<file path="src/rtl/alu_arbiter_if.sv">
// alu_arbiter_if: bundles both requester ports, the response port and the ALU side.
// Latency: none (wiring only).
// Backpressure: carries valid/ready on each request port and on the response port.
interface alu_arbiter_if #(
  parameter int XLEN  = 32,
  parameter int CID_W = 10
);
  logic             req0_valid_in;
  logic             req0_ready_out;
  logic [CID_W-1:0] req0_cid_in;
  logic [XLEN-1:0]  req0_arg1_in;
  logic [XLEN-1:0]  req0_arg2_in;

  logic             req1_valid_in;
  logic             req1_ready_out;
  logic [CID_W-1:0] req1_cid_in;
  logic [XLEN-1:0]  req1_arg1_in;
  logic [XLEN-1:0]  req1_arg2_in;

  logic             rsp_valid_out;
  logic             rsp_ready_in;
  logic             rsp_id_out;
  logic [XLEN-1:0]  rsp_data_out;

  logic [CID_W-1:0] alu_cid_out;
  logic [XLEN-1:0]  alu_arg1_out;
  logic [XLEN-1:0]  alu_arg2_out;
  logic [XLEN-1:0]  alu_arg_in;

  // Arbiter side
  modport slave (
    input  req0_valid_in, req0_cid_in, req0_arg1_in, req0_arg2_in,
    output req0_ready_out,
    input  req1_valid_in, req1_cid_in, req1_arg1_in, req1_arg2_in,
    output req1_ready_out,
    output rsp_valid_out, rsp_id_out, rsp_data_out,
    input  rsp_ready_in,
    output alu_cid_out, alu_arg1_out, alu_arg2_out,
    input  alu_arg_in
  );

  // Requester / consumer / ALU side
  modport master (
    output req0_valid_in, req0_cid_in, req0_arg1_in, req0_arg2_in,
    input  req0_ready_out,
    output req1_valid_in, req1_cid_in, req1_arg1_in, req1_arg2_in,
    input  req1_ready_out,
    input  rsp_valid_out, rsp_id_out, rsp_data_out,
    output rsp_ready_in,
    input  alu_cid_out, alu_arg1_out, alu_arg2_out,
    output alu_arg_in
  );
endinterface

</file>
<file path="src/rtl/alu_arbiter.sv">
// alu_arbiter: shares one combinational ALU between execute (port 0) and address gen (port 1).
// Latency: accept at edge N, rsp_valid after edge N+1; 3 cycles per op with rsp_ready held high.
// Backpressure: holds the result until rsp_ready_in; no new grant while a result is pending.
// Option ALU_ARB_RR_EN: round-robin arbitration; default is port-0 priority with starvation escape.
module alu_arbiter #(
  parameter int XLEN         = 32,
  parameter int CID_W        = 10,
  parameter int STARVE_LIMIT = 4
) (
  input  logic          clk,
  input  logic          nrst,
  alu_arbiter_if.slave  bus
);

  typedef enum logic [1:0] {IDLE, EXEC, RESP} state_t;

  state_t           state;
  logic             op_id_q;
  logic             rsp_valid_q;
  logic             rsp_id_q;
  logic [XLEN-1:0]  rsp_data_q;
  logic [CID_W-1:0] alu_cid_q;
  logic [XLEN-1:0]  alu_arg1_q;
  logic [XLEN-1:0]  alu_arg2_q;

  logic grant_vld;
  logic grant_id;
  logic contended;
  logic idle_ok;

`ifdef ALU_ARB_RR_EN
  logic rr_ptr;
`else
  logic [3:0] starve_cnt;
`endif

  // Pick the port to serve next from the current valids and arbitration state
  always_comb begin
    contended = bus.req0_valid_in & bus.req1_valid_in;
    grant_vld = bus.req0_valid_in | bus.req1_valid_in;
    grant_id  = 1'b0;
    if (contended) begin
`ifdef ALU_ARB_RR_EN
      grant_id = rr_ptr;
`else
      grant_id = (starve_cnt >= 4'(STARVE_LIMIT));
`endif
    end else begin
      grant_id = ~bus.req0_valid_in & bus.req1_valid_in;
    end
  end

  // Ready only while idle and out of reset, and only to the granted port
  assign idle_ok            = (state == IDLE) & nrst & grant_vld;
  assign bus.req0_ready_out = idle_ok & ~grant_id;
  assign bus.req1_ready_out = idle_ok &  grant_id;

  assign bus.rsp_valid_out = rsp_valid_q;
  assign bus.rsp_id_out    = rsp_id_q;
  assign bus.rsp_data_out  = rsp_data_q;
  assign bus.alu_cid_out   = alu_cid_q;
  assign bus.alu_arg1_out  = alu_arg1_q;
  assign bus.alu_arg2_out  = alu_arg2_q;

  // Accept -> drive ALU from registers -> capture result -> hand it off
  always_ff @(posedge clk or negedge nrst) begin
    if (!nrst) begin
      state       <= IDLE;
      op_id_q     <= 1'b0;
      rsp_valid_q <= 1'b0;
      rsp_id_q    <= 1'b0;
      rsp_data_q  <= '0;
      alu_cid_q   <= '0;
      alu_arg1_q  <= '0;
      alu_arg2_q  <= '0;
`ifdef ALU_ARB_RR_EN
      rr_ptr      <= 1'b0;
`else
      starve_cnt  <= 4'd0;
`endif
    end else begin
      case (state)
        IDLE: begin
          if (grant_vld) begin
            // ALU operands come straight from these registers, so they
            // also hold the last op while idle.
            alu_cid_q  <= grant_id ? bus.req1_cid_in  : bus.req0_cid_in;
            alu_arg1_q <= grant_id ? bus.req1_arg1_in : bus.req0_arg1_in;
            alu_arg2_q <= grant_id ? bus.req1_arg2_in : bus.req0_arg2_in;
            op_id_q    <= grant_id;
            state      <= EXEC;
`ifdef ALU_ARB_RR_EN
            if (contended) rr_ptr <= ~grant_id;
`else
            if (grant_id) begin
              starve_cnt <= 4'd0;
            end else if (bus.req1_valid_in && starve_cnt != 4'hF) begin
              starve_cnt <= starve_cnt + 4'd1;
            end
`endif
          end
        end
        EXEC: begin
          rsp_data_q  <= bus.alu_arg_in;
          rsp_id_q    <= op_id_q;
          rsp_valid_q <= 1'b1;
          state       <= RESP;
        end
        RESP: begin
          if (bus.rsp_ready_in) begin
            rsp_valid_q <= 1'b0;
            state       <= IDLE;
          end
        end
        default: state <= IDLE;
      endcase
    end
  end

endmodule
</file>
<file path="src/flat_wrapper.sv">
// flat-port wrapper written by rule: the top's interface ports become plain ports
module alu_arbiter_flat 
#(
  parameter int XLEN         = 32,
  parameter int CID_W        = 10,
  parameter int STARVE_LIMIT = 4
)
  (clk, nrst, bus_req0_valid_in, bus_req0_cid_in, bus_req0_arg1_in, bus_req0_arg2_in, bus_req0_ready_out, bus_req1_valid_in, bus_req1_cid_in, bus_req1_arg1_in, bus_req1_arg2_in, bus_req1_ready_out, bus_rsp_valid_out, bus_rsp_id_out, bus_rsp_data_out, bus_rsp_ready_in, bus_alu_cid_out, bus_alu_arg1_out, bus_alu_arg2_out, bus_alu_arg_in);
  alu_arbiter_if #(.XLEN(XLEN), .CID_W(CID_W)) bus_i ();
  input  logic clk;
  input  logic nrst;
  input wire logic [$bits(bus_i.req0_valid_in)-1:0] bus_req0_valid_in;
  input wire logic [$bits(bus_i.req0_cid_in)-1:0] bus_req0_cid_in;
  input wire logic [$bits(bus_i.req0_arg1_in)-1:0] bus_req0_arg1_in;
  input wire logic [$bits(bus_i.req0_arg2_in)-1:0] bus_req0_arg2_in;
  output wire logic [$bits(bus_i.req0_ready_out)-1:0] bus_req0_ready_out;
  input wire logic [$bits(bus_i.req1_valid_in)-1:0] bus_req1_valid_in;
  input wire logic [$bits(bus_i.req1_cid_in)-1:0] bus_req1_cid_in;
  input wire logic [$bits(bus_i.req1_arg1_in)-1:0] bus_req1_arg1_in;
  input wire logic [$bits(bus_i.req1_arg2_in)-1:0] bus_req1_arg2_in;
  output wire logic [$bits(bus_i.req1_ready_out)-1:0] bus_req1_ready_out;
  output wire logic [$bits(bus_i.rsp_valid_out)-1:0] bus_rsp_valid_out;
  output wire logic [$bits(bus_i.rsp_id_out)-1:0] bus_rsp_id_out;
  output wire logic [$bits(bus_i.rsp_data_out)-1:0] bus_rsp_data_out;
  input wire logic [$bits(bus_i.rsp_ready_in)-1:0] bus_rsp_ready_in;
  output wire logic [$bits(bus_i.alu_cid_out)-1:0] bus_alu_cid_out;
  output wire logic [$bits(bus_i.alu_arg1_out)-1:0] bus_alu_arg1_out;
  output wire logic [$bits(bus_i.alu_arg2_out)-1:0] bus_alu_arg2_out;
  input wire logic [$bits(bus_i.alu_arg_in)-1:0] bus_alu_arg_in;
  assign bus_i.req0_valid_in = bus_req0_valid_in;
  assign bus_i.req0_cid_in = bus_req0_cid_in;
  assign bus_i.req0_arg1_in = bus_req0_arg1_in;
  assign bus_i.req0_arg2_in = bus_req0_arg2_in;
  assign bus_req0_ready_out = bus_i.req0_ready_out;
  assign bus_i.req1_valid_in = bus_req1_valid_in;
  assign bus_i.req1_cid_in = bus_req1_cid_in;
  assign bus_i.req1_arg1_in = bus_req1_arg1_in;
  assign bus_i.req1_arg2_in = bus_req1_arg2_in;
  assign bus_req1_ready_out = bus_i.req1_ready_out;
  assign bus_rsp_valid_out = bus_i.rsp_valid_out;
  assign bus_rsp_id_out = bus_i.rsp_id_out;
  assign bus_rsp_data_out = bus_i.rsp_data_out;
  assign bus_i.rsp_ready_in = bus_rsp_ready_in;
  assign bus_alu_cid_out = bus_i.alu_cid_out;
  assign bus_alu_arg1_out = bus_i.alu_arg1_out;
  assign bus_alu_arg2_out = bus_i.alu_arg2_out;
  assign bus_i.alu_arg_in = bus_alu_arg_in;
  alu_arbiter #(.XLEN(XLEN), .CID_W(CID_W), .STARVE_LIMIT(STARVE_LIMIT)) u_core (.clk(clk), .nrst(nrst), .bus(bus_i));
endmodule
</file>
<file path="config.mk">
export PLATFORM = sky130hd
export DESIGN_NAME = alu_arbiter_flat
export DESIGN_NICKNAME = d
export VERILOG_FILES = /design/src/rtl/alu_arbiter_if.sv /design/src/rtl/alu_arbiter.sv /design/src/flat_wrapper.sv
export SDC_FILE = /design/constraint.sdc
export NUM_CORES = 1
export LEC_CHECK = 0
export CAP_MARGIN = 0
export CORE_MARGIN = 4
export CORE_UTILIZATION = 35
export DETAILED_ROUTE_END_ITERATION = 6
export PLACE_DENSITY = 0.77
export SKIP_LAST_GASP = 1
export SYNTH_ARGS = -nofsm -noshare
export SYNTH_HDL_FRONTEND = slang
export SYNTH_SLANG_ARGS = --single-unit
</file>
<file path="constraint.sdc">
create_clock -name clk -period 4.7 [get_ports clk]
set_input_delay 1.175 -clock clk [delete_from_list [all_inputs] [get_ports clk]]
set_output_delay 1.175 -clock clk [all_outputs]
set_load 0.005 [all_outputs]
</file>
==> summary.md, run 1 <==
| Metric | Value |
|---|---|
| Outcome | complete, no violations |
| Gate Count Post-Synth | 531 |
| P_int | 3840 uW |
| Post-synth cell types | 28 |
| Number of global-route vias before repair | 5,281 |
| #FFs+latches synth | 115 |
| Wire per inst | 19.3 um |
| Reg power frac | 30.3% |
| Fin crit period | 4190 ps |
| Sw power | 1980 uW |
| Gate power share | 46.9% |
| Overall routing resource usage | 20.8% |
| Max-Cap Viols | 0 |
| Later-pin clock latency in the skew report | 410 ps |
| Ranking of synthesized cells by area | dfrtp_1 52%, o221ai_1 8.5%, nand4_1 8.3% |
| Number of diodes | 0 |
| Slew HR | 32.8% |
| Async SR Flop Fraction | 100% |
| Site Rows | 45 |
| Element type at the critical path end | output port |
| Final Skew | 9.43 ps |
| Die width | 134 um |
| Fill count | 1,321 |
| Lkg Pwr | 0.00370 uW |
| Synthesized area per cell | 10.5 um2 |
| Synth Warn # | 0 |
| Port bufs | 294 |
| Total congestion overflow | 0 |
| Post-synthesis net count | 717 |
| Largest vdd supply drop | 0.379 mV |
| CTS Hold Bufs | 0 |
| Placed insts | 982 |
| Vias | 5,356 |
| Final antenna-violating net count | 0 |
| IO Count | 295 |
| CTS root buf | clkbuf_16 |
| Final Hold Fails | 0 |
| CTS tree | yes |
| Post-synth EDFFs | 0 |
| P per Cell Area | 634 nW/um2 |
| GPL Wtd Cong | 0.755 |
| Cell taking the most area after synthesis | dfrtp_1 |
| Type of the most critical hold path | register to register |
| Post-synth top area share | 51.6% |
| Sink Count | 115 |
| Final Max Slew Viols | 0 |
| Share of post-route cells with drive strength above 1 | 12.8% |
| WP data required | 3520 ps |
| Final wirelength | 19.5 mm |
| RSZ-0062 raised after global routing | false |
| Worst Tran Pin Value | 1010 ps |
| Cts repair resizes | 0 |
| CP Data Arrival Time | 3020 ps |
| First-pass GRT wire length | 29.6 mm |
| Initial core utilization | 36.1% |
| H-tree depth | 4 |
| Vias per std cell | 5.28 |
| CP Class | primary input to output port |
| Bufs on Longest Clock Path | 2 |
| Num CTS Buffers | 17 |
| Initial DRC count | 305 |
| Initial antenna violation count | 1 |
| Clk slew on worst S/H paths | 50 ps |
| # setup viols final | 0 |
| Ys flop type | dfrtp_1 |
| Area of the die | 18,000 um2 |
| Core Area | 15,400 um2 |
| Largest net degree at the start of global routing | 77 |
| Layout area overhead | 64.7% |
| Pre-antenna DRT Iters | 4 |
| Commonest non-fill, non-tap cell in the layout | clkdlybuf4s50_1 |
| Clock group share of total power | 22.8% |
| Non-filler cells in the finished layout | 1,014 |
| Commonest cells after routing, fill and taps aside | 292 x clkdlybuf4s50_1, 115 x dfrtp_1, 75 x inv_1 |
| Syn Std Cell Area | 5570 um2 |
| Crit-path max FO | 15 |
| Sw Share | 34.0% |
| Die height | 134 um |
| Startpoint types | primary input |
| Setup TNS | 0 ps |
| # nets final | 976 |
| Seq/Total Area, Yosys | 51.6% |
| Ratio of final minimum period to clock period | 89.2% |
| Post-DP HPWL | 12.9 mm |
| Setup bufs post-CTS | 0 |
| DRC Markers | 0 |
| Maximum clock rate | 239 MHz |
## final cells by class
cell class                 count  area, um2  share of cell area, %
timing repair buffer         303       3000                   32.7
sequential                   115       2880                   31.3
multi-input combinational    277       2140                   23.4
clock buffer                  17        425                   4.63
inverter                      76        287                   3.12
tap                          211        264                   2.88
clock inverter                15        181                   1.98
## worst max-delay path, cell delays in order
cell	delay [ps]
clkdlybuf4s50_1	470
or3b_4	370
and2_4	230
nor3b_1	230
clkdlybuf4s50_1	540
## power by group through the flow
stage	registers (uW)	clock network (uW)	logic, uW
2_1_floorplan	1780	0	1310
3_3_place_gp	1750	0	2720
3_5_place_dp	1780	0	2750
4_1_cts	1770	1350	2760
5_1_grt	1830	1410	2960
6_report	1770	1330	2730
## worst paths after layout
path	startpoint	to	slack [ps]	cells after the start
setup / recovery	bus_req0_valid_in	bus_req0_ready_out	510	5
hold / removal	u_core.bus.rsp_id_out	u_core.bus.rsp_id_out	500	1
setup reg to reg	u_core.state[1]	u_core.bus.alu_arg2_out[16]	1990	5
hold reg to reg	u_core.bus.rsp_id_out	u_core.bus.rsp_id_out	500	1
max in group asynchronous	nrst	u_core.state[0]	2380	3
min in group asynchronous	nrst	u_core.bus.alu_arg1_out[13]	650	1
## sequential cells by signal, indices dropped and copies added (netlist names)
register                  count
u_core.bus.alu_arg1_out      32
u_core.bus.rsp_data_out      32
u_core.bus.alu_arg2_out      32
u_core.bus.alu_cid_out       10
u_core.bus.rsp_id_out         1
u_core.op_id_q                1
u_core.starve_cnt             4
u_core.state                  2
u_core.bus.rsp_valid_out      1
## Yosys cell counts, types with 2 or more instances
master / number
dfrtp_1: 115
o221ai_2: 20
nor2_1: 3
buf_2: 14
nand4_1: 74
nand3_1: 74
a21oi_1: 2
o221ai_1: 54
buf_6: 4
inv_1: 75
a22o_1: 2
nand2_1: 2
clkbuf_1: 33
mux2_2: 34
buf_1: 12
## per-layer routing
| layer | track usage (%) | vias to the layer above | routed length (um) |
|---|---|---|---|
| met4 | 7.01 | 2 | 382 |
| li1 | - | 2500 | - |
| met1 | 26.0 | 2604 | 7850 |
| met5 | 0 | - | 8 |
| met2 | 33.6 | 225 | 9520 |
| met3 | 7.35 | 25 | 1770 |
## kinds of logic (layout without fill, tap and decap cells)
family | count (synthesis) | count (layout) | share of synthesized area [%]
and+or+nand+nor | 160 | 160 | 16.2
adders and majority gates | 1 | 1 | 0.224
muxes | 34 | 34 | 6.87
DFF | 115 | 115 | 51.6
AOI/OAI and AO/OA | 82 | 82 | 14.8
buffers and inverters | 139 | 411 | 10.2
## per-stage QoR
step	total power [uW]	setup WS (ps)	util (%)	hold slack (ps)	area [um2]
finish	5830	509	59.5	505	9180
global route	6190	415	59.5	522	9180
CTS	5890	528	59.5	510	9180
detailed placement	4530	525	55.6	496	8580
global placement	4470	550	55.6	489	8580
floorplan	3100	1350	-	461	5570
(Power assumes the default switching activity.)
==> run 2, diff against run 1 <==
Settings changed: CAP_MARGIN 0 to 40, SETUP_SLACK_MARGIN set to 0.2.
==> run 2 against run 1 <==
Effect of this change:
- via count grew 1.0%
- cell count about the same
- sequential power is essentially flat
- global-route usage grew 0.086 points
- clock power fell by 3%
- worst hold slack barely moved
- clock-buffer cell count up 1
- wire length is 1.0% lower
- register-to-register slack got worse by 20 ps
- critical path depth stayed put
- sequential cell count unchanged
- combinational power hardly changed
- critical path type unchanged
==> summary.md, run 2 (synthesis results as in run 1) <==
| Metric | Value |
|---|---|
| Layout area overhead | 65.0% |
| Num CTS Buffers | 17 |
| Sink Count | 115 |
| Met1 Routed Length | 8.05 mm |
| Bufs on Longest Clock Path | 2 |
| Max-Cap Viols | 0 |
| Vias per std cell | 5.33 |
| Number of diodes | 0 |
| Fin crit period | 4150 ps |
| Initial DRC count | 259 |
| Final wirelength | 19.3 mm |
| # nets final | 977 |
| Wire per inst | 19.0 um |
| Later-pin clock latency in the skew report | 410 ps |
| CTS root buf | clkbuf_16 |
| CP Class | primary input to output port |
| Fill count | 1,312 |
| Crit path launch | bus_req0_valid_in |
| GPL Wtd Cong | 0.755 |
| CTS tree | yes |
| Post-DP HPWL | 12.9 mm |
| Master of the slowest instance on the critical path | clkdlybuf4s50_1 |
| Non-filler cells in the finished layout | 1,015 |
| Startpoint types | primary input |
| CP dominant cell by count | clkdlybuf4s50_1 |
| Number of global-route vias before repair | 5,429 |
| CTS Hold Bufs | 0 |
| Total congestion overflow | 0 |
| Site Rows | 45 |
| Core Area | 15,400 um2 |
| Crit-path max FO | 15 |
| Crit-path cells | clkdlybuf4s50_1 -> or3b_4 -> and2_4 -> nor3b_1 -> clkdlybuf4s50_1 |
| Share of post-route cells with drive strength above 1 | 12.9% |
| Commonest non-fill, non-tap cell in the layout | clkdlybuf4s50_1 |
| Final Hold Fails | 0 |
| Hold Path Origin | u_core.bus.rsp_data_out[9] |
| Gate power share | 47.4% |
| WHS Path Cells | 1 |
| Die height | 134 um |
| Final Max Slew Viols | 0 |
| Reg power frac | 30.4% |
| Setup TNS | 0 ps |
| Die width | 134 um |
| P per Cell Area | 631 nW/um2 |
| Met2 wire length | 9.25 mm |
| P_int | 3830 uW |
| # setup viols final | 0 |
| Initial antenna violation count | 0 |
| Top delay family on crit path | buffers and inverters |
| First-pass GRT wire length | 29.8 mm |
| Slew HR | 41.6% |
| Largest net degree at the start of global routing | 77 |
| RSZ-0062 raised after global routing | false |
| Clk slew on worst S/H paths | 60 ps |
| Final antenna-violating net count | 0 |
| Pre-antenna DRT Iters | 6 |
| Outcome | complete, no violations |
| Reg2Reg Depth | 5 |
| Lkg Pwr | 0.00371 uW |
| Placed insts | 983 |
| Ratio of final minimum period to clock period | 88.4% |
| Sw Share | 34.1% |
| IO Count | 295 |
| CP bufs+invs | 2 |
| Cell Area, Placed | 8600 um2 |
| DRC Markers | 0 |
| Sw power | 1980 uW |
| Critical Path Stages | 5 |
| Element type at the critical path end | output port |
| Vias | 5,411 |
| Top Metal Used | met4 |
| Post-route cell area | 9200 um2 |
| Clock group share of total power | 22.2% |
| CP Data Arrival Time | 2980 ps |
| Worst r2r src | u_core.state[1] |
| Final Skew | 8.71 ps |
| CP max stage delay | 530 ps |
| Worst Tran Pin Value | 876 ps |
| Commonest cells after routing, fill and taps aside | 292 x clkdlybuf4s50_1, 115 x dfrtp_1, 75 x inv_1 |
| H-tree depth | 4 |
| WP data required | 3520 ps |
| Type of the most critical hold path | register to register |
| Port bufs | 294 |
| Maximum clock rate | 241 MHz |
| Overall routing resource usage | 20.9% |
| Cts repair resizes | 0 |
| Area of the die | 18,000 um2 |
| Largest vdd supply drop | 0.270 mV |
| Met3 WL | 1.61 mm |
| Initial core utilization | 36.1% |
| Setup bufs post-CTS | 0 |
run 2: cell type report:
| class | instances | area, um2 | area share (%) |
|---|---|---|---|
| Clock buffer | 18 | 439 | 4.77 |
| Clock inverter | 14 | 155 | 1.69 |
| Inverter | 76 | 287 | 3.12 |
| Multi-Input combinational cell | 277 | 2140 | 23.3 |
| Sequential cell | 115 | 2880 | 31.3 |
| Tap cell | 211 | 264 | 2.87 |
| Timing Repair Buffer | 304 | 3030 | 32.9 |
run 2: metal layers:
| metal | track usage [%] | vias to the layer above |
|---|---|---|
| met3 | 7.13 | 29 |
| met5 | 0 | - |
| li1 | - | 2506 |
| met2 | 32.9 | 227 |
| met1 | 26.7 | 2649 |
| met4 | 7.81 | 0 |
run 2: power groups by stage:
stage                     registers [uW]  logic [uW]  clock network, uW
final                               1770        2750               1290
after global routing                1830        2990               1360
after CTS                           1770        2790               1320
after detailed placement            1780        2770                  0
after global placement              1750        2720                  0
after floorplan                     1780        1310                  0
run 2: final timing paths:
check / to / slack (ps)
min: u_core.bus.rsp_data_out[9] / 500
min in group asynchronous: u_core.bus.alu_arg1_out[13] / 640
max: bus_req0_ready_out / 550
min reg2reg: u_core.bus.rsp_data_out[9] / 500
max in group asynchronous: u_core.bus.rsp_data_out[31] / 2410
max reg2reg: u_core.bus.alu_arg2_out[16] / 1970
run 2: through the flow:
| stage | power [uW] | hold slack (ps) | setup slack, ps | utilization (%) |
|---|---|---|---|---|
| final | 5800 | 504 | 547 | 59.6 |
| after global routing | 6170 | 522 | 466 | 59.6 |
| after CTS | 5870 | 510 | 539 | 59.6 |
| after detailed placement | 4550 | 495 | 539 | 55.8 |
| after global placement | 4470 | 489 | 550 | 55.6 |
| after floorplan | 3100 | 461 | 1350 | - |
==> run 3, diff against run 2 <==
Settings changed: RECOVER_POWER set to 25.
==> run 3 against run 2 <==
Effect of this change:
- cell count is the same
- fmax is essentially flat
- setup slack lost 1.6 ps
- register-to-register slack lost 170 ps
- largest power group unchanged
- sequential cell count is the same
- sequential power is essentially flat
- critical path depth is the same
- die area is the same
- critical endpoint unchanged
- first-iteration DRC count grew 15%
- clock skew is essentially flat
- via count shrank 0.37%
==> summary.md, run 3 (synthesis results as in run 1) <==
| Metric | Value |
|---|---|
| Flop2flop setup slack | 1800 ps |
| Worst r2r src | u_core.state[0] |
| Worst Tran Pin Value | 1320 ps |
| WHS Endpoint | u_core.bus.rsp_data_out[9] |
| CP Class | primary input to output port |
| Area of the die | 18,000 um2 |
| CP Data Arrival Time | 2980 ps |
| CTS root buf | clkbuf_16 |
| Hold Path Origin | u_core.bus.rsp_data_out[9] |
| Type of the most critical hold path | register to register |
| Master of the slowest instance on the critical path | clkdlybuf4s50_1 |
| WP data required | 3520 ps |
| P per Cell Area | 630 nW/um2 |
| WHS Path Cells | 1 |
| Max-Cap Viols | 0 |
| DRC Markers | 0 |
| Startpoint types | primary input |
| CTS Hold Bufs | 0 |
| Post-DP HPWL | 12.9 mm |
| Commonest cells after routing, fill and taps aside | 291 x clkdlybuf4s50_1, 115 x dfrtp_1, 75 x inv_1 |
| Crit path launch | bus_req0_valid_in |
| Sink Count | 115 |
| Final Skew | 8.32 ps |
| Crit-path max FO | 15 |
| Fin crit period | 4150 ps |
| GPL Wtd Cong | 0.755 |
| CTS tree | yes |
| Number of diodes | 0 |
| Final wirelength | 19.4 mm |
| Setup bufs post-CTS | 0 |
| Wire per inst | 19.1 um |
| CP max stage delay | 530 ps |
| Layout area overhead | 64.4% |
| Final Hold Fails | 0 |
| Die height | 134 um |
| Ratio of final minimum period to clock period | 88.4% |
| Lkg Pwr | 0.00369 uW |
| Vias per std cell | 5.31 |
| First-pass GRT wire length | 29.8 mm |
| Non-filler cells in the finished layout | 1,015 |
| Die width | 134 um |
| Overall routing resource usage | 20.9% |
| Number of global-route vias before repair | 5,429 |
| Later-pin clock latency in the skew report | 410 ps |
| # nets final | 977 |
| Num CTS Buffers | 17 |
| Reg2Reg Depth | 3 |
| Clk slew on worst S/H paths | 60 ps |
| Storage element area | 2880 um2 |
| Vias | 5,391 |
| Commonest non-fill, non-tap cell in the layout | clkdlybuf4s50_1 |
| CP bufs+invs | 2 |
| Slew HR | 12.0% |
| Setup TNS | 0 ps |
| Fill count | 1,315 |
| Initial antenna violation count | 0 |
| Placed insts | 983 |
| Bufs on Longest Clock Path | 2 |
| Pre-antenna DRT Iters | 5 |
| Cts repair resizes | 0 |
| H-tree depth | 4 |
| Share of post-route cells with drive strength above 1 | 12.6% |
| # setup viols final | 0 |
| Maximum clock rate | 241 MHz |
| Initial core utilization | 36.1% |
| CP dominant cell by count | clkdlybuf4s50_1 |
| Total congestion overflow | 0 |
| Worst r2r dst | u_core.bus.rsp_data_out[3] |
| Largest vdd supply drop | 0.271 mV |
| IO Count | 295 |
| Multi-input gate area | 2140 um2 |
| Final antenna-violating net count | 0 |
| Core Area | 15,400 um2 |
| Crit-path cells | clkdlybuf4s50_1 -> or3b_4 -> and2_4 -> nor3b_1 -> clkdlybuf4s50_1 |
| Top delay family on crit path | buffers and inverters |
| Initial DRC count | 298 |
| Largest net degree at the start of global routing | 77 |
| Site Rows | 45 |
| Port bufs | 294 |
| RSZ-0062 raised after global routing | false |
| Final Max Slew Viols | 0 |
| Outcome | complete, no violations |
| Total power | 5770 uW |
| Element type at the critical path end | output port |
[run 3: changes by cell type in the layout (fill, tap and decap cells not counted), sizes merged]
cell           previous run  this run
dlygate4sd3               0         1
clkbuf                   18        20
buf                      12        10
clkdlybuf4s50           292       291
[run 3: per-stage QoR]
stage | instance area (um2) | hold WS [ps] | setup slack (ps) | utilization [%]
floorplan | 5570 | 461 | 1350 | -
global route | 9160 | 522 | 466 | 59.4
finish | 9160 | 505 | 545 | 59.4
global placement | 8580 | 489 | 550 | 55.6
detailed placement | 8600 | 495 | 539 | 55.8
CTS | 9200 | 510 | 539 | 59.6
[run 3: layout make-up]
cell class	count	area share [%]
inverter	76	3.13
timing repair buffer	304	32.8
clock inverter	14	1.69
clock buffer	18	4.79
multi-input combinational	277	23.3
tap	211	2.88
sequential	115	31.4
[run 3: worst max path at each step]
stage / end / slack (ps) / cells after the start
after floorplan: bus_req0_ready_out / 1350 / 5
after global placement: bus_req0_ready_out / 550 / 5
after detailed placement: bus_req0_ready_out / 540 / 5
after CTS: bus_req0_ready_out / 540 / 5
after global routing: bus_req0_ready_out / 470 / 5
final: bus_req0_ready_out / 550 / 5
[run 3: routing by layer]
layer  global-route usage, %  routed length (um)
met1                    26.7                8020
met4                    7.81                 366
met2                    32.9                9400
met3                    7.13                1600
met5                       0                   0
[run 3: power breakdown]
part           internal, uW  leakage [uW]  switching [uW]  total (uW)
sequential             1490       0.00139             276        1760
combinational          1520       0.00202            1210        2720
clock                   799      0.000276             487        1290
